<file path="src/rtl/mem48_arbiter.sv">
// mem48_arbiter: two-port (fetch A / data B) arbiter onto a single 48-bit memory.
// Round-robin with burst limit by default; `define MEM48_ARB_FIXED_PRIO_EN for strict B priority.
`default_nettype none

module mem48_arbiter #(
    parameter int WORDS     = 16384,
    parameter int MAX_BURST = 4,
    localparam int AW       = $clog2(WORDS)
) (
    input  logic          clk,
    input  logic          rst_n,
    input  logic          a_req_valid,
    output logic          a_req_ready,
    input  logic          a_req_we,
    input  logic [AW-1:0] a_req_addr,
    input  logic [47:0]   a_req_wdata,
    output logic          a_rsp_valid,
    output logic [47:0]   a_rsp_rdata,
    input  logic          b_req_valid,
    output logic          b_req_ready,
    input  logic          b_req_we,
    input  logic [AW-1:0] b_req_addr,
    input  logic [47:0]   b_req_wdata,
    output logic          b_rsp_valid,
    output logic [47:0]   b_rsp_rdata,
    output logic [AW-1:0] mem_addr,
    output logic          mem_we,
    output logic [47:0]   mem_wdata,
    input  logic [47:0]   mem_rdata
);

    typedef enum logic {
        PORT_A = 1'b0,
        PORT_B = 1'b1
    } port_e;

    localparam logic [3:0] MAX_B = 4'(MAX_BURST);

    port_e       owner_q, owner_d;
    logic [3:0]  burst_q, burst_d;
    logic        a_rsp_valid_q, b_rsp_valid_q;
    logic [47:0] a_rsp_rdata_q, b_rsp_rdata_q;

    port_e gnt;
    port_e other;
    logic  owner_valid, other_valid;
    logic  gnt_valid, gnt_we;
    logic  a_acc, b_acc;

    always_comb begin
        other       = port_e'(~owner_q);
        owner_valid = (owner_q == PORT_A) ? a_req_valid : b_req_valid;
        other_valid = (owner_q == PORT_A) ? b_req_valid : a_req_valid;
`ifdef MEM48_ARB_FIXED_PRIO_EN
        if (b_req_valid)      gnt = PORT_B;
        else if (a_req_valid) gnt = PORT_A;
        else                  gnt = other;
`else
        // A zero burst means the owner just idled, so contention goes to the other port.
        if (owner_valid && other_valid && burst_q == 4'd0)
            gnt = other;
        else if (owner_valid && (!other_valid || burst_q < MAX_B))
            gnt = owner_q;
        else
            gnt = other;
`endif
    end

    always_comb begin
        gnt_valid = (gnt == PORT_A) ? a_req_valid : b_req_valid;
        gnt_we    = (gnt == PORT_A) ? a_req_we    : b_req_we;
        a_acc     = gnt_valid && (gnt == PORT_A);
        b_acc     = gnt_valid && (gnt == PORT_B);
    end

    always_comb begin
        owner_d = owner_q;
        burst_d = 4'd0;
        if (gnt_valid) begin
            if (gnt == owner_q) begin
                burst_d = (burst_q == 4'd15) ? burst_q : burst_q + 4'd1;
            end else begin
                owner_d = gnt;
                burst_d = 4'd1;
            end
        end
    end

    assign a_req_ready = (gnt == PORT_A);
    assign b_req_ready = (gnt == PORT_B);
    assign mem_we      = gnt_valid && gnt_we;
    assign mem_wdata   = (gnt == PORT_A) ? a_req_wdata : b_req_wdata;

    // With nothing pending the address stays on the port that last owned the memory.
    always_comb begin
        if (a_req_valid || b_req_valid)
            mem_addr = (gnt == PORT_A) ? a_req_addr : b_req_addr;
        else
            mem_addr = (owner_q == PORT_A) ? a_req_addr : b_req_addr;
    end

    always_ff @(posedge clk or negedge rst_n) begin
        if (!rst_n) begin
            owner_q       <= PORT_A;
            burst_q       <= 4'd0;
            a_rsp_valid_q <= 1'b0;
            b_rsp_valid_q <= 1'b0;
            a_rsp_rdata_q <= 48'd0;
            b_rsp_rdata_q <= 48'd0;
        end else begin
            owner_q       <= owner_d;
            burst_q       <= burst_d;
            a_rsp_valid_q <= a_acc;
            b_rsp_valid_q <= b_acc;
            if (a_acc && !a_req_we) a_rsp_rdata_q <= mem_rdata;
            if (b_acc && !b_req_we) b_rsp_rdata_q <= mem_rdata;
        end
    end

    assign a_rsp_valid = a_rsp_valid_q;
    assign b_rsp_valid = b_rsp_valid_q;
    assign a_rsp_rdata = a_rsp_rdata_q;
    assign b_rsp_rdata = b_rsp_rdata_q;

endmodule

`default_nettype wire

</file>
<file path="config.mk">
export PLATFORM = sky130hd
export DESIGN_NAME = mem48_arbiter
export DESIGN_NICKNAME = d
export VERILOG_FILES = /design/src/rtl/mem48_arbiter.sv
export SDC_FILE = /design/constraint.sdc
export NUM_CORES = 1
export LEC_CHECK = 0
export CORE_AREA = 2 2 132 134
export DETAILED_ROUTE_END_ITERATION = 10
export DIE_AREA = 0 0 134 136
export HOLD_SLACK_MARGIN = 0.15
export PLACE_DENSITY = 0.75
export SYNTH_ARGS = -nofsm -noshare
export SYNTH_HDL_FRONTEND = slang
export SYNTH_SLANG_ARGS = --single-unit
</file>
<file path="constraint.sdc">
create_clock -name clk -period 6.97 [get_ports clk]
set_input_delay 0.697 -clock clk [delete_from_list [all_inputs] [get_ports clk]]
set_output_delay 0.697 -clock clk [all_outputs]
set_load 0.03 [all_outputs]
</file>
==> key figures <==
Synthesis
  – Synthesis warning total: 0
  – Asr flop ratio synth: 1.00
  – EDFF count, synth: 0
  – Synth Area in Adders: 0.00429
  – Post-synth top area cell: dfrtp_1
  – Largest family of logic cells by synthesized area: multiplexers
  – Seq/Total Area, Yosys: 0.442
  – Synthesized flop and latch total: 103
  – Top-area cell type share of the netlist area: 0.442
  – XOR/XNOR Fraction of Synth Area: 0.00150
  – Post-synth cell types: 43
  – Synth area leaders: dfrtp_1, mux2_2, and3b_1, a221oi_1, and3_1
  – Syn avg cell area: 12.2 um^2
  – Mapped Cells: 479
  – Synth Area in Compound Gates: 0.0789
  – Predominant post-synthesis flop cell: dfrtp_1
  – Post-Synth Simple-Gate Area: 0.150
  – Syn Nets: 659
  – Mux cell area share after synthesis: 0.280
  – Mapped Area: 5840 um^2

Cells and area
  – NumNets Final: 972
  – FILL cells: 1381
  – Area Overhead vs Synth: 65.7%
  – Layout cell share with drive strength beyond 1: 0.215
  – Filler-free cell count of the finished design: 1026
  – Fin util: 0.573

Floorplanning
  – Core Footprint: 16900 um^2
  – Chip Height: 136 um
  – Starting Density: 0.346
  – Die area: 18200 um^2
  – IO Count: 341
  – Row Count: 48
  – Die X: 134 um

Place
  – PortBufs: 340
  – Placed Cells: 1006
  – Dpl hpwl: 18800 um
  – Worst slack at placement: 1.94 ns
  – GPL Wtd Cong: 1.03

Routing
  – Drt first-iter violations: 164
  – Post-route ant nets: 0
  – # DRC: 0
  – Routed vias/inst: 5.24
  – Vias: 5379
  – Detailed-route wire length per cell: 22.8 um
  – Pre-Repair DR Iteration Count: 4
  – Total length of routed wires: 23400 um

Timing
  – Tcrit/Tclk final: 0.723
  – Worst Skew: 0.00939 ns
  – Final hold slack: 0.336 ns
  – Hold Fails Final Rpt: 0
  – Crit path setup slack, layout: 1.93 ns
  – Final setup viols: 0
  – Max Freq: 0.199 GHz
  – Min Tclk post-route: 5.04 ns
  – Unrepaired setup endpoints after global routing: false
  – Fin Setup TNS: 0 ns
  – Final Slew Violations: 0
  – Worst-margin pin slew: 1.20 ns
  – Worst rel slew slack: 0.200

Pwr
  – P_leak: 0.00399 uW
  – Peak VDD IR: 218 uV
  – Reg power frac: 0.262
  – Clock share of power: 0.127
  – Logic gate share of total power: 0.612
  – Total internal power: 2300 uW
  – Switching part of the total: 0.438
  – Pwr/cell area: 424 nW/um^2
  – NetSw: 1800 uW

Outcome
  – Status: complete, no violations

CTS
  – Hold_buf cts: 0
  – Resized Gates After CTS: 0
  – CTS H-tree lvls: 3
  – CTS sink count: 103
  – Clock latency at the later pin of the worst-skew pair: 0.34 ns
  – TritonCTS buffer count: 9
  – Setup repair bufs after CTS: 0
  – Clock transition at the registers of the reported paths: 0.08 ns
  – CTS root buffer: clkbuf_16
  – Clock Tree Buf Depth: 2
  – TritonCTS clock tree: done

Job
  – Max Cap Viol: 0

Worst setup path
  – CP arrival: 4.34 ns
  – Max Fanout on Critical Path: 55
  – CP Capture Type: output port
  – CP Launch Type: input pin
  – CP required: 6.27 ns
  – Setup CP Type: input pin to output port
  – CP startpoint: b_req_valid
  – Worst R2R Start: owner_q

Global routing
  – Initial antenna violation count: 12
  – Largest net degree at the start of global routing: 94
  – Number of global-route vias before repair: 5521
  – First-pass GRT wire length: 33100 um
  – GRT overflow: 0
  – Global Route Usage Sum: 0.245

Hold path
  – Hold WC Path Type: input pin to async pin
[stage by stage]
stage	area [um^2]	total power, uW
floorplan	5840	2520
global placement	9350	3540
detailed placement	9350	3600
CTS	9660	4130
global route	9660	4280
finish	9670	4100
[cell type report]
type                       instances  area (um^2)  area share
clock inverter                     7         91.3     0.00944
timing repair buffer             347         3450       0.357
tap                              225          282      0.0291
inverter                           4         15.0     0.00155
antenna                            4         10.0     0.00103
sequential                       103         2580       0.267
multi-input combinational        327         3020       0.312
clock buffer                       9          225      0.0233
[worst max-delay path: stages]
cell and delay [ns]:
clkdlybuf4s50_1 0.45, buf_4 0.41, or4b_4 0.56, a32oi_4 0.61, buf_4 0.53, mux2_2 0.40, clkdlybuf4s50_1 0.61
[kinds of logic (layout without fill, tap and decap cells)]
group | after synthesis | count (layout)
AND/OR/NAND/NOR | 124 | 124
flip-flops | 103 | 103
other | 0 | 4
XOR/XNOR | 1 | 1
adder cells (fa/ha/maj) | 2 | 2
multiplexers | 145 | 145
buffers and inverters | 49 | 367
AO/OA/AOI/OAI | 55 | 55
[placed cells by master, fill, tap and decap left out, drive strengths merged, types with 2 or more instances in the layout]
master           n
nand3           17
nor2             2
buf              8
clkbuf           9
diode            4
nand3b           5
ha               2
dfrtp          103
and3            28
and2             2
inv              6
clkdlybuf4s50  339
nand2            2
a221oi          26
o211ai           2
nor3b           14
clkinv           3
o21ai           15
nor2b            5
and3b           39
or3              2
nor3             3
mux2           144
[Yosys cell counts, types with 2 or more instances]
master / count
nor3_1: 3
a221oi_1: 26
clkbuf_1: 26
and3b_1: 39
buf_2: 10
inv_1: 4
o21ai_0: 14
and2_1: 2
nor2_1: 2
o211ai_1: 2
buf_6: 8
nor3b_1: 14
dfrtp_1: 103
mux2_1: 5
and3_1: 28
mux2_2: 139
nand3b_1: 5
nand2_1: 2
or3_1: 2
nand3_1: 17
nor2b_1: 5
ha_1: 2
[sequential cells by signal (all words and copies together), names as in the netlist]
| signal | flops |
|---|---|
| burst_q | 4 |
| b_rsp_rdata | 48 |
| a_rsp_valid | 1 |
| a_rsp_rdata | 48 |
| b_rsp_valid | 1 |
| owner_q | 1 |
[final timing paths]
kind	end	slack [ns]	cells after the start
setup / recovery	mem_wdata[36]	1.93	7
hold / removal	b_rsp_rdata[30]	0.34	1
setup reg to reg	b_rsp_rdata[36]	3.65	4
hold reg to reg	b_rsp_rdata[5]	0.51	1
max in group asynchronous	owner_q	5.44	2
min in group clk	b_rsp_rdata[5]	0.51	1
[power by group through the flow]
stage                     clock, uW  combinational, uW  sequential (uW)
final                           519               2510             1070
after global routing            556               2610             1110
after CTS                       531               2530             1070
after detailed placement          0               2520             1080
after global placement            0               2480             1050
after floorplan                   0                967             1550
[per-layer routing]
| layer | wire length [um] | GRT usage |
|---|---|---|
| met5 | 98 | 0 |
| met2 | 12100 | 0.450 |
| met1 | 7880 | 0.235 |
| met3 | 2500 | 0.119 |
| met4 | 829 | 0.0981 |
No activity file was read; power rests on OpenSTA's default activity.
